$ cat src/rtl/i2c_arbiter.sv
// i2c_arbiter: two-client arbiter in front of one I2C master; define I2C_TIMEOUT_EN to add the watchdog
module i2c_arbiter #(
   parameter int TIMEOUT_CYCLES = 1048576
) (
   input  logic       clk_50,
   input  logic       rst,
   input  logic       c0_req,
   input  logic       c0_wr,
   input  logic [7:0] c0_len,
   input  logic [6:0] c0_addr,
   input  logic [7:0] c0_saddr,
   input  logic [7:0] c0_txdata,
   output logic       c0_tx_ack,
   output logic [7:0] c0_rxdata,
   output logic       c0_rx_valid,
   output logic       c0_done,
   output logic       c0_err,
   input  logic       c1_req,
   input  logic       c1_wr,
   input  logic [7:0] c1_len,
   input  logic [6:0] c1_addr,
   input  logic [7:0] c1_saddr,
   input  logic [7:0] c1_txdata,
   output logic       c1_tx_ack,
   output logic [7:0] c1_rxdata,
   output logic       c1_rx_valid,
   output logic       c1_done,
   output logic       c1_err,
   output logic       m_request,
   output logic       m_WR,
   output logic [7:0] m_length,
   output logic [6:0] m_address,
   output logic [7:0] m_sub_address,
   output logic [7:0] m_txReg,
   input  logic       m_DE,
   input  logic       m_error,
   input  logic [7:0] m_rxReg
);
   typedef enum logic [2:0] {IDLE, GRANT, WAIT_START, XFER, WAIT_IDLE, DONE} state_t;
   state_t state, state_nx;
   logic gnt, ptr, win, any_req, de_q, er_q, de_rise, er_rise, byte_ok, to_hit, to_err;
   logic [1:0] de_s, er_s;
   logic [7:0] cnt;

   assign any_req   = c0_req | c1_req;
   assign win       = c0_req ? (c1_req & ptr) : 1'b1;
   assign de_rise   = de_s[1] & ~de_q;
   assign er_rise   = er_s[1] & ~er_q;
   assign byte_ok   = (state == XFER) && de_rise && (cnt != m_length);
   assign m_request = (state == GRANT);
   assign m_txReg   = gnt ? c1_txdata : c0_txdata;
   assign c0_done   = (state == DONE) & ~gnt;
   assign c1_done   = (state == DONE) & gnt;
   assign c0_err    = c0_done & to_err;
   assign c1_err    = c1_done & to_err;

   // two-flop synchronizers for the master handshakes plus one delay stage for edge detection
   always_ff @(posedge clk_50 or posedge rst)
      if (rst) {de_s, er_s, de_q, er_q} <= '0;
      else begin
         de_s <= {de_s[0], m_DE};
         er_s <= {er_s[0], m_error};
         de_q <= de_s[1];
         er_q <= er_s[1];
      end

   // state register
   always_ff @(posedge clk_50 or posedge rst)
      if (rst) state <= IDLE;
      else state <= state_nx;

   // next state; the watchdog overrides every other transition
   always_comb begin
      state_nx = state;
      case (state)
         IDLE:       if (any_req) state_nx = GRANT;
         GRANT:      if (er_rise) state_nx = WAIT_START;
         WAIT_START: state_nx = (m_length == 8'd0) ? WAIT_IDLE : XFER;
         XFER:       if (cnt == m_length) state_nx = WAIT_IDLE;
         WAIT_IDLE:  if (!er_s[1]) state_nx = DONE;
         default:    state_nx = IDLE;
      endcase
      if (to_hit) state_nx = DONE;
   end

   // grant capture, byte counting, per-client strobes and priority rotation
   always_ff @(posedge clk_50 or posedge rst)
      if (rst) begin
         gnt <= 1'b0;
         ptr <= 1'b0;
         m_WR <= 1'b0;
         m_length <= '0;
         m_address <= '0;
         m_sub_address <= '0;
         cnt <= '0;
         c0_rxdata <= '0;
         c1_rxdata <= '0;
         c0_tx_ack <= 1'b0;
         c1_tx_ack <= 1'b0;
         c0_rx_valid <= 1'b0;
         c1_rx_valid <= 1'b0;
      end else begin
         if (state == IDLE && any_req) begin
            gnt <= win;
            m_WR <= win ? c1_wr : c0_wr;
            m_length <= win ? c1_len : c0_len;
            m_address <= win ? c1_addr : c0_addr;
            m_sub_address <= win ? c1_saddr : c0_saddr;
         end
         if (state == WAIT_START) cnt <= '0;
         else if (byte_ok) cnt <= cnt + 8'd1;
         if (byte_ok && !m_WR && !gnt) c0_rxdata <= m_rxReg;
         if (byte_ok && !m_WR && gnt) c1_rxdata <= m_rxReg;
         c0_tx_ack <= byte_ok & m_WR & ~gnt;
         c1_tx_ack <= byte_ok & m_WR & gnt;
         c0_rx_valid <= byte_ok & ~m_WR & ~gnt;
         c1_rx_valid <= byte_ok & ~m_WR & gnt;
         if (state == DONE) ptr <= ~gnt;
      end

`ifdef I2C_TIMEOUT_EN
   logic [31:0] tcnt;
   assign to_hit = (state != IDLE) && (state != DONE) && (tcnt == 32'(TIMEOUT_CYCLES - 1));

   // watchdog: counts cycles while the master is held, cleared whenever the arbiter is idle
   always_ff @(posedge clk_50 or posedge rst)
      if (rst) begin
         tcnt <= '0;
         to_err <= 1'b0;
      end else if (state == IDLE) begin
         tcnt <= '0;
         to_err <= 1'b0;
      end else if (state != DONE) begin
         tcnt <= tcnt + 32'd1;
         if (to_hit) to_err <= 1'b1;
      end
`else
   assign to_hit = 1'b0;
   assign to_err = 1'b0 & (TIMEOUT_CYCLES != 0);
`endif
endmodule

$ cat config.mk
export PLATFORM = sky130hd
export DESIGN_NAME = i2c_arbiter
export DESIGN_NICKNAME = d
export VERILOG_FILES = /design/src/rtl/i2c_arbiter.sv
export SDC_FILE = /design/constraint.sdc
export NUM_CORES = 1
export LEC_CHECK = 0
export ABC_AREA = 0
export CAP_MARGIN = 25
export CORE_MARGIN = 2
export CORE_UTILIZATION = 60
export CTS_CLUSTER_SIZE = 8
export DETAILED_ROUTE_END_ITERATION = 16
export DONT_BUFFER_PORTS = 1
export HOLD_SLACK_MARGIN = 0.08
export PLACE_DENSITY = 0.76
export RECOVER_POWER = 25
export SYNTH_ARGS = -nofsm -noshare
export SYNTH_HDL_FRONTEND = slang
export SYNTH_SLANG_ARGS = --single-unit
export TNS_END_PERCENT = 30
$ cat constraint.sdc
create_clock -name clk_50 -period 3 [get_ports clk_50]
set_input_delay 0.75 -clock clk_50 [delete_from_list [all_inputs] [get_ports clk_50]]
set_output_delay 0.75 -clock clk_50 [all_outputs]
set_load 0.03 [all_outputs]
==> impl_results.md, run 1 <==
- Max-Cap Viols: 0
- Placed inst area: 0.003003 mm2
- Most frequent cells in the layout: dfrtp_1, nor2_1, a21oi_1
- CP arrival: 1.53 ns
- Drt pass-1 iters: 4
- Fmax: 439.0 MHz
- Average cell area after synthesis: 10.97 um2
- Hold-fix buffers at CTS: 0
- Die Height: 73.89 um
- Cells after Synth: 267
- Nets@finish: 346
- Port bufs: 0
- Gr ovfl total: 0
- H-tree level count: 3
- Post-synth EDFFs: 0
- Total track usage: 22.71%
- Top FF cell, synth: dfrtp_1
- Async SR Flop Fraction: 100.0%
- Initial Utilization: 62.04%
- Cell Chain, Critical Path: mux2_2
- Fin. max-slew vios: 0
- Clock Skews: 0.005157 ns
- Period utilization: 75.93%
- # clock sinks: 63
- Sequential cell area fraction in the yosys report: 53.80%
- Final instance area: 0.003183 mm2
- Std-Cell Rows: 25
- Fraction of layout cells with a size suffix above 1: 18.38%
- Initial antenna violation count: 0
- Number of synthesized register bits: 63
- Avg WL per Cell: 17.40 um
- Crit Path Class: reg2out
- Fin Setup TNS: 0 ns
- Post-CTS sizing: 0
- Core Area: 0.004723 mm2
- Commonest non-fill, non-tap cell in the layout: dfrtp_1
- TritonCTS Buffers: 9
- Peak supply drop: 0.0006705 V
- Critical path buffers and inverters: 0
- Cell taking the most area after synthesis: dfrtp_1
- DRC Markers: 0
- Maximum root-to-sink buffer count: 2
- Worst hold path class: reg2reg
- Clk_lat worst skew: 0.34 ns
- Synthesized area: 0.002930 mm2
- Hold Fails Final Rpt: 0
- DRT iter0 DRCs: 67
- Power density over the cells: 1110 mW/mm2
- Max stage delay on crit path: 0.70 ns
- Static leakage: 1.375 nW
- DRT Wirelength: 5900 um
- Post-synth top area share: 53.80%
- Die W: 73.89 um
- Postcts setup bufs: 0
- Final hold slack: 0.3498 ns
- CTS tree: built
- Post-DP HPWL: 4285 um
- Clock root cell: clkbuf_8
- GPL Wtd Cong: 0.7753
- Overall power: 0.003532 W
- Crit. End Element: output pin
- Crit path max fanout: 16
- Crit path max-delay family: flip-flops
- Outcome: complete, no violations
- I/O pin cnt: 135
- Reg clk slew, reported paths: 0.07 ns
- RSZ-0062 raised after global routing: no
- Slowest CP cell: dfrtp_1
- Via count: 1974
- Tmin final: 2.278 ns
- Largest net degree at the start of global routing: 33
- Synth unique cells: 41
- Rel. slew slack: 24.01%
- Top post-synthesis cells by area: dfrtp_1, mux2_2, mux2i_1
- Number of nets with antenna violations after routing: 0
- Worst slew pin tran: 1.139 ns
- Die ar.: 0.005459 mm2
- First-pass GRT wire length: 9142 um
- Antenna cell count: 0
- Syn-to-layout area delta: 8.625%
- Final setup violating endpoints: 0
- Synthesis Warnings: 0
- Vias in the first global route: 1913
- Worst path required time: 2.25 ns
- Startpoint types: register
- Post-DR vias/cell: 5.823
[layer usage]
metal / track usage (%) / vias up / part of all wire, %
met5: 0 / - / 0
met4: 11.52 / 0 / 2.0
met3: 6.036 / 11 / 6.2
met2: 33.63 / 85 / 49
met1: 30.83 / 945 / 43
li1: - / 933 / -
[Yosys cell counts (all sizes together) (5+ instances only)]
| library cell | count |
|---|---|
| mux2 | 24 |
| nor2 | 39 |
| nor3 | 7 |
| buf | 12 |
| nand2 | 6 |
| dfrtp | 63 |
| clkbuf | 6 |
| xnor2 | 8 |
| o21ai | 8 |
| nand3 | 5 |
| mux2i | 24 |
| a21oi | 29 |
[flip-flops by register name, indices dropped and copies added (netlist names), 2 cells and up]
signal	cells
c0_rxdata	8
m_address	7
de_s	2
state	3
m_length	8
c1_rxdata	8
cnt	8
m_sub_address	8
er_s	2
[through the flow]
step,utilization (%),worst slack (ns),std cells
final,67.39,0.7220,339
after global routing,67.39,0.6247,339
after CTS,67.71,0.7159,339
after detailed placement,63.58,0.8079,323
after global placement,63.58,0.9143,323
after floorplan,-,0.6803,268
[final timing paths]
| path | start | end | slack, ns | cells after the start |
|---|---|---|---|---|
| max in group asynchronous | rst | m_length[2]$_DFFE_PP0P_ | 1.03 | 2 |
| worst min-delay path | de_s[0]$_DFF_PP0_ | de_s[1]$_DFF_PP0_ | 0.35 | 0 |
| worst max-delay path | gnt$_DFFE_PP0P_ | m_txReg[1] | 0.72 | 1 |
| worst min register to register | de_s[0]$_DFF_PP0_ | de_s[1]$_DFF_PP0_ | 0.35 | 0 |
| min in group asynchronous | rst | c0_rxdata[7]$_DFFE_PP0P_ | 0.59 | 1 |
| worst max register to register | state[2]$_DFFE_PP0P_ | c1_rxdata[6]$_DFFE_PP0P_ | 0.88 | 6 |
[logic make-up after synthesis]
logic type                 Yosys count  share of synthesized area (%)
buffers and inverters               21                          3.501
and+or+nand+nor                     78                          13.19
adders and majority gates            1                         0.4269
muxes                               48                          17.42
DFF                                 63                          53.80
xor gates and xnor gates             9                          2.690
AOI/OAI and AO/OA                   46                          8.839
other                                1                         0.1280
[layout make-up]
cell class                 instances  area (um2)
sequential                        63        1577
tap                               67       83.83
fill                             373        1540
clock inverter                     2       12.51
multi-input combinational        184        1274
clock buffer                      14       182.7
timing repair buffer               6       42.54
inverter                           3       11.26
[power breakdown]
group	switching [W]	leakage [nW]	total, W	internal (W)
Combinational	0.000504	0.501	0.000902	0.000398
Clock	0.000317	0.0987	0.000706	0.000389
Sequential	0.000798	0.775	0.00192	0.00113
No activity file was read; power rests on OpenSTA's default activity.
==> inputs of run 2 (changes only) <==
--- a/config.mk
+++ b/config.mk
@@ -8,12 +8,12 @@
 export ABC_AREA = 0
 export CAP_MARGIN = 25
 export CORE_MARGIN = 2
-export CORE_UTILIZATION = 60
+export CORE_UTILIZATION = 56
 export CTS_CLUSTER_SIZE = 8
 export DETAILED_ROUTE_END_ITERATION = 16
 export DONT_BUFFER_PORTS = 1
 export HOLD_SLACK_MARGIN = 0.08
-export PLACE_DENSITY = 0.76
+export PLACE_DENSITY = 0.74
 export RECOVER_POWER = 25
 export SYNTH_ARGS = -nofsm -noshare
 export SYNTH_HDL_FRONTEND = slang
==> constraint.sdc (replaced) <==
create_clock -name clk_50 -period 2.08 [get_ports clk_50]
set_input_delay 0.52 -clock clk_50 [delete_from_list [all_inputs] [get_ports clk_50]]
set_output_delay 0.52 -clock clk_50 [all_outputs]
set_load 0.03 [all_outputs]
==> run 2 against run 1 <==
Clock power increased by 47%. Die area increased by 6.7%. Final cell count increased by 4.7%. Utilization decreased by 2.3 points. Design area increased by 3.9%. Power increased by 51%. Register-to-register slack got worse by 0.65 ns. Clock skew increased by 0.00095 ns. Via count increased by 2.7%. Critical path type unchanged. Critical endpoint is now c0_done.
==> impl_results.md, run 2 (synthesized netlist as in run 1, its figures left out) <==
- Vias in the first global route: 2055 (+7.4%)
- Max-Cap Viols: 0 (unchanged)
- Core Area: 0.005075 mm2 (+7.4%)
- TritonCTS Buffers: 9 (unchanged)
- Maximum root-to-sink buffer count: 2 (unchanged)
- Nets@finish: 359 (+3.8%)
- Power density over the cells: 1614 mW/mm2 (+45%)
- Worst path required time: 1.56 ns (-0.69 ns)
- Antenna cell count: 0 (unchanged)
- Met3 wire length: 448 um (+23%)
- Period utilization: 95.31%
- GPL Wtd Cong: 0.7769 (+0.21%)
- Worst slew pin tran: 1.092 ns (-0.04704 ns)
- Gr ovfl total: 0 (unchanged)
- Die Height: 76.34 um (+3.3%)
- Post-DR vias/cell: 5.710 (-1.9%)
- Std-Cell Rows: 26 (+4.0%)
- I/O pin cnt: 135 (unchanged)
- Worst hold path class: in2reg
- Crit. End Element: output pin
- Initial antenna violation count: 0 (unchanged)
- Rel. slew slack: 26.83% (+2.8 points)
- Non-filler cells, final: 355 (+4.7%)
- Crit Path Class: reg2out
- Tmin final: 1.982 ns
- Worst path most repeated cell: buf_4
- Cell Chain, Critical Path: buf_4 > nor3_1 > buf_4
- Met1 WL: 2501 um (-2.0%)
- Hold Fails Final Rpt: 0 (unchanged)
- Clock Skews: 0.006107 ns (+0.0009494 ns)
- H-tree level count: 3 (unchanged)
- Outcome: complete, no violations
- Fmax: 504.4 MHz
- Fin Setup TNS: 0 ns (unchanged)
- Clk_lat worst skew: 0.34 ns (about the same)
- Static leakage: 1.440 nW (+4.7%)
- Placed cell count: 339 (+5.0%)
- Post-DP HPWL: 4514 um (+5.3%)
- # clock sinks: 63 (unchanged)
- DRC Markers: 0 (unchanged)
- Hold-fix buffers at CTS: 0 (unchanged)
- Final instance area: 0.003306 mm2 (+3.9%)
- Final setup violating endpoints: 0 (unchanged)
- Final setup slack of the worst path: 0.09756 ns (-0.6244 ns)
- Postcts setup bufs: 0 (unchanged)
- DR top layer: met4
- Most frequent cells in the layout: dfrtp_1, nor2_1, a21oi_1
- Crit path max fanout: 12 (-4)
- Max stage delay on crit path: 0.38 ns (-0.32 ns)
- Fin. max-slew vios: 0 (unchanged)
- Post-Place Setup Slack: 0.1335 ns (-0.6745 ns)
- Die W: 76.34 um (+3.3%)
- Port bufs: 0 (unchanged)
- Syn-to-layout area delta: 12.81%
- Crit path max-delay family: buffers and inverters
- DRT Wirelength: 6137 um (+4.0%)
- Commonest non-fill, non-tap cell in the layout: dfrtp_1
- Reg clk slew, reported paths: 0.07 ns (about the same)
- Critical path buffers and inverters: 2 (+2)
- Startpoint types: register
- Clock root cell: clkbuf_8
- RSZ-0062 raised after global routing: no
- Largest net degree at the start of global routing: 50 (+52%)
- DRT iter0 DRCs: 89 (+33%)
- Via count: 2027 (+2.7%)
- Total track usage: 21.90% (-0.81 points)
- Drt pass-1 iters: 4 (unchanged)
- Slowest CP cell: dfrtp_1
- Number of nets with antenna violations after routing: 0 (unchanged)
- Fraction of layout cells with a size suffix above 1: 22.11% (+3.7 points)
- First-pass GRT wire length: 9880 um (+8.1%)
- Avg WL per Cell: 17.29 um (-0.67%)
- Post-CTS sizing: 0 (unchanged)
- Die ar.: 0.005827 mm2 (+6.7%)
- Initial Utilization: 57.74% (-4.3 points)
- Placed inst area: 0.003133 mm2 (+4.3%)
- Peak supply drop: 0.0009061 V (+35%)
- Utilization after layout: 65.14% (-2.3 points)
- CP arrival: 1.46 ns (-0.07 ns)
- WL met2: 3073 um (+7.3%)
- CTS tree: built
run 2: cell count changes in the layout (fill, tap and decap cells not counted), sizes merged:
cell    before  now
bufinv       0    1
inv          3    2
buf          5   18
clkinv       1    3
clkbuf      15   13
run 2: stage by stage:
step / hold WS (ns) / total power, W
finish: 0.2119 / 0.005335
floorplan: 0.3312 / 0.003783
CTS: 0.1116 / 0.005364
global placement: 0.3332 / 0.004256
global route: 0.1941 / 0.005634
detailed placement: 0.3358 / 0.004332
run 2: cell type report:
type	count	area, um2
Fill cell	420	1769
Sequential cell	63	1577
Multi-Input combinational cell	184	1274
Timing Repair Buffer	19	165.2
Clock buffer	12	145.1
Tap cell	70	87.58
Clock inverter	4	45.04
Inverter	3	12.51
run 2: metal layers:
metal  up-vias  track usage (%)
met5         -                0
met4         0            11.27
met3         9            5.095
met2        96            36.64
met1       964            26.54
li1        958                -
run 2: report_power, final:
group	switching (W)	leakage, nW	internal [W]
combinational	0.00107	0.565	0.000750
clock	0.000454	0.100	0.000581
sequential	0.000848	0.775	0.00163
run 2: path summary, 6_finish.rpt:
check                                          start                      endpoint  slack, ns  cells past startpoint
max in group asynchronous                        rst                er_q$_DFF_PP0_       0.38                      2
worst max register to register  state[2]$_DFFE_PP0P_      c0_rxdata[0]$_DFFE_PP0P_       0.23                      4
worst max-delay path            state[1]$_DFFE_PP0P_                       c0_done        0.1                      3
worst min register to register     de_s[0]$_DFF_PP0_             de_s[1]$_DFF_PP0_       0.35                      0
worst min-delay path                            m_DE             de_s[0]$_DFF_PP0_       0.21                      0
min in group asynchronous                        rst  m_sub_address[1]$_DFFE_PP0P_       0.26                      1
==> inputs of run 3 (changes only) <==
--- a/config.mk
+++ b/config.mk
@@ -15,6 +15,7 @@
 export HOLD_SLACK_MARGIN = 0.08
 export PLACE_DENSITY = 0.74
 export RECOVER_POWER = 25
+export SETUP_SLACK_MARGIN = 0.5
 export SYNTH_ARGS = -nofsm -noshare
 export SYNTH_HDL_FRONTEND = slang
 export SYNTH_SLANG_ARGS = --single-unit
==> run 3 against run 2 <==
Maximum frequency grew 8.3%. Via count grew 7.2%. Sequential cell count did not move. Utilization increased by 8.5 points. Critical path depth grew 3. Hold slack gained 0.0035 ns. Critical path type is now reg2reg. Critical endpoint is now c0_rxdata[6]$_DFFE_PP0P_.
==> impl_results.md, run 3 (synthesized netlist as in run 1, its figures left out) <==
- Outcome: complete, no violations
- Largest net degree at the start of global routing: 50 (unchanged)
- Crit path from: state[0]$_DFFE_PP0P_
- Die W: 76.34 um (unchanged)
- Core Area: 0.005075 mm2 (unchanged)
- Std-Cell Rows: 26 (unchanged)
- Clock Skews: 0.005653 ns (-0.0004541 ns)
- DRT Wirelength: 7170 um (+17%)
- Hold Fails Final Rpt: 0 (unchanged)
- CP arrival: 2.05 ns (+0.59 ns)
- RR Startpoint: state[0]$_DFFE_PP0P_
- Reg clk slew, reported paths: 0.06 ns (about the same)
- Static leakage: 1.654 nW (+15%)
- Most frequent cells in the layout: dfrtp_1, nor2_1, a21oi_1
- Port bufs: 0 (unchanged)
- Final setup violating endpoints: 0 (unchanged)
- Clock root cell: clkbuf_8
- Hold-fix buffers at CTS: 0 (unchanged)
- Slowest CP cell: or4_4
- Vias in the first global route: 2199 (+7.0%)
- Worst path required time: 2.30 ns (+0.74 ns)
- WL met2: 3856 um (+25%)
- Max-Cap Viols: 0 (unchanged)
- Met3 wire length: 482 um (+7.6%)
- Drt pass-1 iters: 4 (unchanged)
- GPL Wtd Cong: 0.7769 (unchanged)
- DRT iter0 DRCs: 177 (+99%)
- Maximum root-to-sink buffer count: 2 (unchanged)
- Die ar.: 0.005827 mm2 (unchanged)
- DRC Markers: 0 (unchanged)
- Peak supply drop: 0.0009356 V (+3.3%)
- Clk_lat worst skew: 0.33 ns (about the same)
- Gr ovfl total: 0 (unchanged)
- Critical path buffers and inverters: 2 (unchanged)
- Fmax: 546.4 MHz (+8.3%)
- Hold Startpoint: m_DE
- Syn-to-layout area delta: 27.50%
- Crit Path Class: reg2reg
- RSZ-0062 raised after global routing: yes
- Worst slew pin tran: 1.128 ns (+0.03659 ns)
- Crit. End Element: register
- Die Height: 76.34 um (unchanged)
- Fraction of layout cells with a size suffix above 1: 33.99% (+12 points)
- Post-DR vias/cell: 5.779 (+1.2%)
- H-tree level count: 3 (unchanged)
- Crit path max fanout: 8 (-4)
- Cell Chain, Critical Path: buf_6 > nand3b_1 > or4_4 > nor2_4 > buf_12 > mux2_2
- Utilization after layout: 73.62% (+8.5 points)
- Fin Setup TNS: 0 ns (unchanged)
- Rel. slew slack: 24.38% (-2.5 points)
- Tmin final: 1.830 ns (-0.1524 ns)
- Total track usage: 23.71% (+1.8 points)
- Power density over the cells: 1582 mW/mm2 (-2.0%)
- Via count: 2173 (+7.2%)
- Met1 WL: 2750 um (+10%)
- Period utilization: 87.98% (-7.3 points)
- DR top layer: met4
- Avg WL per Cell: 19.07 um (+10%)
- First-pass GRT wire length: 10680 um (+8.1%)
- Crit path max-delay family: simple AND/OR/NAND/NOR gates
- TritonCTS Buffers: 9 (unchanged)
- Commonest non-fill, non-tap cell in the layout: dfrtp_1
- Non-filler cells, final: 376 (+5.9%)
- Fin. max-slew vios: 0 (unchanged)
- Initial antenna violation count: 0 (unchanged)
- # clock sinks: 63 (unchanged)
- Initial Utilization: 57.74% (unchanged)
- Nets@finish: 380 (+5.8%)
- CTS tree: built
- I/O pin cnt: 135 (unchanged)
- Max stage delay on crit path: 0.52 ns (+0.14 ns)
- Antenna cell count: 0 (unchanged)
- Startpoint types: register
- Post-DP HPWL: 4514 um (unchanged)
- Worst hold path class: in2reg
- Number of nets with antenna violations after routing: 0 (unchanged)
- Placed cell count: 339 (unchanged)
==> run 3: cell types whose count changed in the layout (fill, tap and decap cells not counted), moves of 3 or more <==
cell	previous run	this run
nor2_1	38	34
buf_6	0	10
nor3_1	7	4
dfrtp_1	63	59
mux2_2	24	5
buf_12	2	5
nor2_4	1	4
mux2_4	0	19
buf_4	16	24
dfrtp_2	0	4
==> run 3: final timing paths <==
| check | to | slack (ns) | cells after the start |
|---|---|---|---|
| max reg2reg | c0_rxdata[6]$_DFFE_PP0P_ | 0.25 | 6 |
| min in group asynchronous | c1_rxdata[2]$_DFFE_PP0P_ | 0.28 | 1 |
| min | de_s[0]$_DFF_PP0_ | 0.22 | 0 |
| max in group asynchronous | cnt[2]$_DFFE_PP0P_ | 1.08 | 2 |
| max | c0_rxdata[6]$_DFFE_PP0P_ | 0.25 | 6 |
| min reg2reg | de_s[1]$_DFF_PP0_ | 0.35 | 0 |
==> run 3: report_power, final <==
part | switching [W] | leakage (nW) | internal, W | total [W]
registers | 0.000873 | 0.770 | 0.00163 | 0.00251
clock network | 0.000453 | 0.100 | 0.000581 | 0.00103
logic | 0.00127 | 0.783 | 0.00110 | 0.00237
total | 0.00259 | 1.65 | 0.00332 | 0.00591
==> run 3: repair_timing <==
action / 4_1_cts / 5_1_grt
endpoints found under the setup margin: 42 / 64
gates resized for setup: 29 / 35
setup buffers: 12 / 8
gates cloned: 0 / 1
pin swaps: 6 / 13
==> run 3: area by class of cell <==
class                      instances  area, um2
sequential                        63       1582
clock buffer                      12      145.1
inverter                           3      12.51
tap                               70      87.58
timing repair buffer              40      407.9
multi-input combinational        184       1456
clock inverter                     4      45.04
fill                             359       1339
==> run 3: through the flow <==
step / total power, W / area (um2) / hold slack, ns / setup slack [ns]
after floorplan: 0.003783 / 2938 / 0.3312 / 0.1315
after global placement: 0.004256 / 3133 / 0.3332 / 0.2404
after detailed placement: 0.004332 / 3133 / 0.3358 / 0.1335
after CTS: 0.005715 / 3531 / 0.1116 / 0.2489
after global routing: 0.006207 / 3736 / 0.1958 / 0.1857
final: 0.005912 / 3736 / 0.2154 / 0.2500
==> run 3: worst register-to-register path: stages (launching register included) <==
cell and delay, ns:
dfrtp_1 0.40, buf_6 0.11, nand3b_1 0.10, or4_4 0.52, nor2_4 0.12, buf_12 0.14
mux2_2 0.34
==> run 3: routing by layer <==
| metal | vias to the layer above | track usage (%) |
|---|---|---|
| met2 | 101 | 40.09 |
| li1 | 996 | - |
| met3 | 6 | 5.806 |
| met5 | - | 0 |
| met1 | 1070 | 28.31 |
| met4 | 0 | 11.82 |
